<file path="config.mk">
export PLATFORM = sky130hd
export DESIGN_NAME = vote_hex_display
export DESIGN_NICKNAME = d
export VERILOG_FILES = /design/src/rtl/vote_hex_display.sv
export SDC_FILE = /design/constraint.sdc
export NUM_CORES = 1
export LEC_CHECK = 0
export ABC_AREA = 1
export ABC_CLOCK_PERIOD_IN_PS = 2320
export CAP_MARGIN = 20
export CORE_UTILIZATION = 30
export CTS_BUF_LIST = sky130_fd_sc_hd__clkbuf_16
export CTS_CLUSTER_SIZE = 14
export DETAILED_ROUTE_END_ITERATION = 6
export PLACE_DENSITY = 0.52
export REMOVE_ABC_BUFFERS = 1
export SYNTH_ARGS = -nofsm -noshare
export SYNTH_HDL_FRONTEND = slang
export SYNTH_SLANG_ARGS = --single-unit
</file>
<file path="constraint.sdc">
create_clock -name clk -period 2.32 [get_ports clk]
set_clock_uncertainty 0.2 [all_clocks]
set_input_delay 0.696 -clock clk [delete_from_list [all_inputs] [get_ports clk]]
set_output_delay 0.696 -clock clk [all_outputs]
set_load 0.01 [all_outputs]
</file>
<file path="src/rtl/vote_hex_display.sv">
// Majority-vote display stage: collects per-frame class decisions,
// votes over VOTE_N frames and drives three 7-segment digits.
module vote_hex_display #(
  parameter int NUM_CLASSES    = 2,
  parameter int CLASS_W        = 3,
  parameter int VOTE_N         = 4,
  parameter int SWAP_BIN       = 1,
  parameter int BLINK_DIV      = 25000000,
  parameter int HEX_ACTIVE_LOW = 1
) (
  input  logic               clk,
  input  logic               rst_n,
  input  logic               clear,
  input  logic               lock_en,
  input  logic               in_valid,
  output logic               in_ready,
  input  logic [CLASS_W-1:0] in_class,
  output logic [6:0]         hex0,
  output logic [6:0]         hex1,
  output logic [6:0]         hex2,
  output logic               valid_out,
  output logic               locked,
  output logic               err
);

  localparam int CW = $clog2(VOTE_N + 1);
  localparam int BW = $clog2(BLINK_DIV);

  localparam logic [6:0] SEG_BLANK = 7'b1111111;
  localparam logic [6:0] SEG_E     = 7'b0000110;

  localparam logic [CW-1:0] LAST_FRAME = CW'(VOTE_N - 1);
  localparam logic [BW-1:0] BLINK_LAST = BW'(BLINK_DIV - 1);

  localparam bit BIN_SWAP = (SWAP_BIN == 1) && (NUM_CLASSES == 2);

  typedef enum logic [1:0] {
    COLLECT,
    DECIDE,
    HOLD
  } state_t;

  // Active-low gfedcba pattern of one hex digit.
  function automatic logic [6:0] seg7(input logic [3:0] v);
    logic [6:0] s;
    s = SEG_BLANK;
    case (v)
      4'h0: s = 7'b1000000;
      4'h1: s = 7'b1111001;
      4'h2: s = 7'b0100100;
      4'h3: s = 7'b0110000;
      4'h4: s = 7'b0011001;
      4'h5: s = 7'b0010010;
      4'h6: s = 7'b0000010;
      4'h7: s = 7'b1111000;
      4'h8: s = 7'b0000000;
      4'h9: s = 7'b0010000;
      4'hA: s = 7'b0001000;
      4'hB: s = 7'b0000011;
      4'hC: s = 7'b1000110;
      4'hD: s = 7'b0100001;
      4'hE: s = 7'b0000110;
      4'hF: s = 7'b0001110;
      default: s = SEG_BLANK;
    endcase
    return s;
  endfunction

  state_t          state_q, state_d;
  logic [CW-1:0]   frame_q, frame_d;
  logic [CW-1:0]   vote_q [NUM_CLASSES];
  logic [CW-1:0]   vote_d [NUM_CLASSES];
  logic            bad_q, bad_d;
  logic [6:0]      hex0_q, hex0_d;
  logic [6:0]      hex1_q, hex1_d;
  logic [6:0]      hex2_q, hex2_d;
  logic            valid_q, valid_d;
  logic            err_q, err_d;
  logic [BW-1:0]   blink_q, blink_d;
  logic            phase_q, phase_d;

  logic            xfer;
  logic            cls_ok;
  logic [2:0]      win_idx;
  logic [CW-1:0]   win_cnt;
  logic [3:0]      win_digit;
  logic [6:0]      hex0_raw;

  assign in_ready = (state_q == COLLECT) && !clear;
  assign xfer     = in_valid && in_ready;
  assign cls_ok   = int'(in_class) < NUM_CLASSES;

  // Highest vote wins; strict compare keeps the lowest index on ties.
  always_comb begin
    win_idx = 3'd0;
    win_cnt = vote_q[0];
    for (int i = 1; i < NUM_CLASSES; i++) begin
      if (vote_q[i] > win_cnt) begin
        win_idx = 3'(i);
        win_cnt = vote_q[i];
      end
    end
  end

  assign win_digit = BIN_SWAP ? {3'b000, ~win_idx[0]}
                              : {1'b0, win_idx};

  // Vote FSM, counters and registered display contents.
  always_comb begin
    state_d = state_q;
    frame_d = frame_q;
    vote_d  = vote_q;
    bad_d   = bad_q;
    hex0_d  = hex0_q;
    hex1_d  = hex1_q;
    hex2_d  = hex2_q;
    valid_d = valid_q;
    err_d   = err_q;

    unique case (state_q)
      COLLECT: begin
        if (xfer) begin
          frame_d = frame_q + 1'b1;
          if (cls_ok) begin
            for (int i = 0; i < NUM_CLASSES; i++) begin
              if (in_class == CLASS_W'(i)) begin
                vote_d[i] = vote_q[i] + 1'b1;
              end
            end
          end else begin
            bad_d = 1'b1;
          end
          if (frame_q == LAST_FRAME) begin
            state_d = DECIDE;
          end
        end
      end
      DECIDE: begin
        hex0_d  = bad_q ? SEG_E : seg7(win_digit);
        hex1_d  = seg7(4'(win_cnt));
        hex2_d  = seg7(4'(frame_q));
        valid_d = 1'b1;
        err_d   = bad_q;
        frame_d = '0;
        bad_d   = 1'b0;
        for (int i = 0; i < NUM_CLASSES; i++) begin
          vote_d[i] = '0;
        end
        state_d = lock_en ? HOLD : COLLECT;
      end
      HOLD: begin
        state_d = HOLD;
      end
      default: begin
        state_d = COLLECT;
      end
    endcase

    if (clear) begin
      state_d = COLLECT;
      frame_d = '0;
      bad_d   = 1'b0;
      for (int i = 0; i < NUM_CLASSES; i++) begin
        vote_d[i] = '0;
      end
      hex0_d  = SEG_BLANK;
      hex1_d  = SEG_BLANK;
      hex2_d  = SEG_BLANK;
      valid_d = 1'b0;
      err_d   = 1'b0;
    end
  end

  // Blink timer idles at 0/on while no error, so it restarts on err rising.
  always_comb begin
    blink_d = blink_q;
    phase_d = phase_q;
    if (!err_q) begin
      blink_d = '0;
      phase_d = 1'b1;
    end else if (blink_q == BLINK_LAST) begin
      blink_d = '0;
      phase_d = ~phase_q;
    end else begin
      blink_d = blink_q + 1'b1;
    end
  end

  // State, counter and display registers.
  always_ff @(posedge clk or negedge rst_n) begin
    if (!rst_n) begin
      state_q <= COLLECT;
      frame_q <= '0;
      for (int i = 0; i < NUM_CLASSES; i++) begin
        vote_q[i] <= '0;
      end
      bad_q   <= 1'b0;
      hex0_q  <= SEG_BLANK;
      hex1_q  <= SEG_BLANK;
      hex2_q  <= SEG_BLANK;
      valid_q <= 1'b0;
      err_q   <= 1'b0;
      blink_q <= '0;
      phase_q <= 1'b1;
    end else begin
      state_q <= state_d;
      frame_q <= frame_d;
      vote_q  <= vote_d;
      bad_q   <= bad_d;
      hex0_q  <= hex0_d;
      hex1_q  <= hex1_d;
      hex2_q  <= hex2_d;
      valid_q <= valid_d;
      err_q   <= err_d;
      blink_q <= blink_d;
      phase_q <= phase_d;
    end
  end

  assign hex0_raw = (err_q && !phase_q) ? SEG_BLANK : hex0_q;

  assign hex0 = (HEX_ACTIVE_LOW != 0) ? hex0_raw : ~hex0_raw;
  assign hex1 = (HEX_ACTIVE_LOW != 0) ? hex1_q : ~hex1_q;
  assign hex2 = (HEX_ACTIVE_LOW != 0) ? hex2_q : ~hex2_q;

  assign valid_out = valid_q;
  assign locked    = (state_q == HOLD);
  assign err       = err_q;

endmodule

</file>
# Word level (Yosys, flattened, before mapping)
# Memory sizes are Yosys's and may differ from the RTL's.
# Cells that the tools add are included.
classes:
  n_mux: 36
  eq_ne: 12
  n_addsub: 4
  reduce_logical: 14
  magnitude_cmp: 2
  bitwise_logic: 2
op_table:
  columns: ["op", "count"]
  rows:
  - ["$mux W7", 8]
  - ["$mux W25", 2]
  - ["$add A25 B1 Y25 const B", 1]
  - ["$eq A25 B25 Y1 const B", 1]
  - ["$mux W6", 3]
  - ["$mux W3", 5]
  - ["$pmux W6 S2", 1]
  - ["$mux W1", 10]
  - ["$add A3 B1 Y3 const B", 3]
  - ["$ne A3 B2 Y1 const B", 3]
  - ["$ne A3 B3 Y1 const B", 3]
  - ["$mux W2", 4]
  - ["$reduce_and A4 Y1", 2]
  - ["$pmux W2 S3", 1]
  - ["$pmux W3 S2", 1]
  - ["$reduce_and A2 Y1", 2]
  - ["$eq A3 B1 Y1 const B", 1]
  - ["$eq A3 B2 Y1 const B", 1]
  - ["$gt A3 B3 Y1", 1]
  - ["$logic_and A1 B1 Y1", 3]
  - ["$logic_not A3 Y1", 1]
  - ["$lt A3 B2 Y1 const B", 1]
  - ["$reduce_and A3 Y1", 1]
  - ["$reduce_bool A3 Y1", 1]
  - ["8 further kinds", 10]
totals:
  out_inout_bits: 25
  mem_count: 3
  romBits: 224
  elab_cells: 85
  input_bits: 8
  ff_bits: 61
memory_table:
  columns: ["memory", "words", "word_bits", "read_ports", "rd_clocked_by_memory_dff", "wr", "line", "text"]
  rows:
  - ["(name not given)", 16, 7, 1, 0, 0, "47", "case (v)"]
  - ["(name not given)", 8, 7, 1, 0, 0, "47", null]
  - ["(name not given)", 8, 7, 1, 0, 0, "47", null]

# Depth between registers and ports, before layout
# An unclocked memory read counts as a cell.
depth:
  ltp_word: 7
  ltp_mapped: 15
  depth_no_buf: 15

# Worst setup path after synthesis
# No wires, ideal clock.
synth_timing:
  path_type: "reg2out"
  from: "reg err_q, in the netlist err"
  to: "out hex0[3]"
  arrival_time_ns: 1.286
  stages_incl_launch_ff: 5
  n_path_buf: 1
  required_time_ns: 1.424
  setup_slack_ns: 0.138
  cell_sequence: "dfrtp_1 -> clkinv_1 -> or2_2 -> nand2_1 -> buf_4"
synth_via:
  elab_chain_len: 2
synth_lines:
  columns: ["element", "line", "text"]
  rows:
  - ["start, declared", "78", "logic err_q, err_d;"]
  - ["start signal, assigned", "214", "err_q <= err_d;"]
  - ["$logic_and A1 B1 Y1", "220", "assign hex0_raw = (err_q && !phase_q) ? SEG_BLANK : hex0_q;"]
  - ["$mux W7", "220", null]
  - ["end, declared", "18", "output logic [6:0] hex0,"]
# Every way passes these cells.

# Final worst setup path
layout_timing:
  from: "reg err_q, in the netlist err"
  to: "out hex0[5]"
# The elaborated chain is that of the path after synthesis.

==> metrics.md <==
| Metric | Value |
|---|---|
| Outcome | `complete, no violations` |
| Post-DR wirelength/cell | `11.88 um` |
| Htree depth | `3` |
| Max Cap Viol | `0` |
| Pins Over Slew Limit | `0` |
| CORE AREA | `10230 um2` |
| Final hold vios | `0` |
| Initial Utilization | `30.77%` |
| CP top delay family | `simple AND/OR/NAND/NOR gates` |
| Critical path arrival | `1.40 ns` |
| CP Capture Type | `output pin` |
| Final Util | `39.22%` |
| DRT iter0 DRCs | `81` |
| Master of the slowest instance on the critical path | `dfrtp_1` |
| Hold_buf cts | `0` |
| Die width | `roughly 100 um` |
| Mean area per synthesized cell | `about 8 um2` |
| Placement Rows | `37` |
| Post-Syn Area | `~3100 um2` |
| Final hold slack | `0.08245 ns` |
| CTS tree | `built` |
| DRT Pass-1 Iters | `4` |
| Global Route met2 Usage | `between 20% and 30%` |
| Post-synthesis sequential area ratio | `~46%` |
| Initial antenna violation count | `0` |
| Busiest grt layer | `met2` |
| Remaining DRCs | `0` |
| Crit path time final | `2.295 ns` |
| Largest net degree at the start of global routing | `26` |
| Buffer and inverter count on the worst path | `2` |
| Final net count | `467` |
| Area grow syn2layout | `27.46%` |
| Total Routing Usage GR | `~14%` |
| DR vias | `2588` |
| Warnings, synthesis | `0` |
| Met3 Usage GRT | `approximately 2.6%` |
| FFs w/ async S/R, synth | `100.0%` |
| Cells after synthesis | `388` |
| RSZ-0062 raised after global routing | `true` |
| Req. time, crit path | `1.42 ns` |
| Die Ht | `104.4 um` |
| Vias in the first global route | `2563` |
| Total Die Area | `10910 um2` |
| Post-synth cell types | `33` |
| Post-DP HPWL | `~5 mm` |
| Kind of critical path | `register to output pin` |
| Top FF cell, synth | `dfrtp_1` |
| Worst-case clock buffer depth | `2` |
| PwrDens | `716.0 nW/um2` |
| First-pass GRT wire length | `12.17 mm` |
| Number of synthesized flops with an enable pin | `0` |
| Via density | `4.439` |
| Total Wirelength | `about 6.9 mm` |
| Final worst-path cycle share | `98.93%` |
| Layout cells sized above 1 | `18.79%` |
| Tightest Pin Transition | `0.3690 ns` |
| Number of diodes | `0` |
| Clock sink count | `57` |
| Setup-failing EPs final | `0` |
| IO buf count | `32` |
| Worst min path class | `input pin to async pin` |
| Grt total ovfl | `0` |
| ANT nets after route | `0` |
| CP Launch Type | `register` |
| Clock latency on the worst-skew pair | `0.32 ns` |
| Peak Freq | `~440 MHz` |
| Pleak | `0.001776 uW` |
| Critical Path Fanout Max | `4` |
| Clock slew at reported path FFs | `0.05 ns` |
| GR Util met1 | `18.36%` |
| Crit path largest cell delay | `0.34 ns` |
| TritonCTS buffer count | `9` |
| IO Pins | `33` |
| Worst ir drop on vdd | `0.4531 mV` |
| Placer's final routability congestion estimate | `0.8013` |
| Slew Limit Headroom | `75.31%` |
| Cell-by-cell trace of the critical path | `clkinv_1, or2_2, nand2_2, clkdlybuf4s15_2` |
| Root Driver | `clkbuf_16` |
| Synthesized flop and latch total | `57` |
## worst register-to-register path, cell delays in order (launching register included)
cell and delay [ns]:
dfrtp_1 0.38, inv_1 0.07, ha_1 0.29, nand3_1 0.11, nand2_2 0.13, nand2_2 0.09, nand2_1 0.09, nand2_1 0.12
ha_1 0.31, or2_0 0.22, a21oi_1 0.13
## path summary, 6_finish.rpt
check,start,endpoint,slack [ns],depth (start not counted)
min in group clk,blink_q[0]$_DFF_PN0_,blink_q[0]$_DFF_PN0_,0.26,1
min reg2reg,blink_q[0]$_DFF_PN0_,blink_q[0]$_DFF_PN0_,0.26,1
min,rst_n,blink_q[3]$_DFF_PN0_,0.08,1
max reg2reg,vote_q[4]$_DFFE_PN0P_,hex1[1]$_DFFE_PN1N_,0.13,10
max in group asynchronous,rst_n,hex1[3]$_DFFE_PN1N_,1.30,2
max,err$_DFFE_PN0N_,hex0[5],0.02,4
## registers in the layout, summed over array words and instances (netlist names)
signal     flops
frame_q        3
blink_q       25
hex1           7
hex2           7
phase_q        1
vote_q         6
bad_q          1
valid_out      1
state_q        2
err            1
hex0_q         3
## cell usage after synthesis (all sizes together), types with 2 or more instances
library cell,instances,share of area (%)
nand2,88,11
nor2,77,10
inv,45,5.4
dfrtp,39,31
nand3,30,5.1
dfstp,18,15
ha,17,6.8
a21oi,15,2.5
o21ai,13,2.2
xor2,9,2.5
buf,7,1.6
xnor2,6,1.7
or2,5,0.99
nand4,4,0.79
nor3,4,0.64
a31oi,2,0.40
o22a,2,0.56
## through the flow
stage | worst slack [ns] | std cells | cell area (um2) | TNS, ns | total power [uW]
after floorplan | 0.1502 | 381 | 3097 | 0 | 1432
after global placement | -0.4654 | 566 | 3722 | -0.4654 | 1589
after detailed placement | -0.4764 | 566 | 3722 | -0.5524 | 1600
after CTS | 0.0009144 | 582 | 4003 | 0 | 2874
after global routing | -0.02864 | 583 | 4013 | -0.05874 | 3035
final | 0.02488 | 583 | 4013 | 0 | 2873
## final cells by class
cell class              instances  area [um2]
clock buffers                   9       225.2
clock inverters                 7       55.05
fillers                      1039        6218
inverters                      46       172.7
multi-input cells             278        1501
flip-flops and latches         57        1449
well taps                     136       170.2
repair buffers                 50       439.2
## metal layers
| metal | vias up | part of all wire, % |
|---|---|---|
| met5 | - | 0 |
| met4 | 0 | 1.6 |
| met3 | 11 | 2.6 |
| met2 | 31 | 47 |
| met1 | 1216 | 49 |
| li1 | 1330 | - |
## power by group
group	total [uW]	internal [uW]	switching, uW	leakage, uW
Clock	1260	810	451	0.000150
Combinational	550	203	348	0.000899
Sequential	1060	1030	28.6	0.000727
Total	2870	2050	827	0.00178
## repair_timing
action / 4_1_cts / 5_1_grt
gates resized for setup: 24 / 9
endpoints found under the setup margin: 10 / 13
setup buffers: 0 / 1
gates cloned: 0 / 0
pin swaps: 1 / 0
## placed cells by master, fill, tap and decap left out, drive strengths merged, types with 15 or more instances in the layout
| master | count |
|---|---|
| nor2 | 77 |
| ha | 17 |
| dfstp | 18 |
| nand3 | 30 |
| inv | 48 |
| dfrtp | 39 |
| a21oi | 15 |
| buf | 20 |
| clkdlybuf4s50 | 21 |
| nand2 | 88 |
## kinds of logic (layout without fill, tap and decap cells)
group	after synthesis	count (layout)	share of synthesized area [%]
and+or+nand+nor	210	210	29.29
DFF	57	57	46.03
buffers and inverters	53	112	7.114
AOI/OAI and AO/OA	36	36	6.638
adders and majority gates	17	17	6.757
xor gates and xnor gates	15	15	4.173
Power figures use the tool's default switching activity.
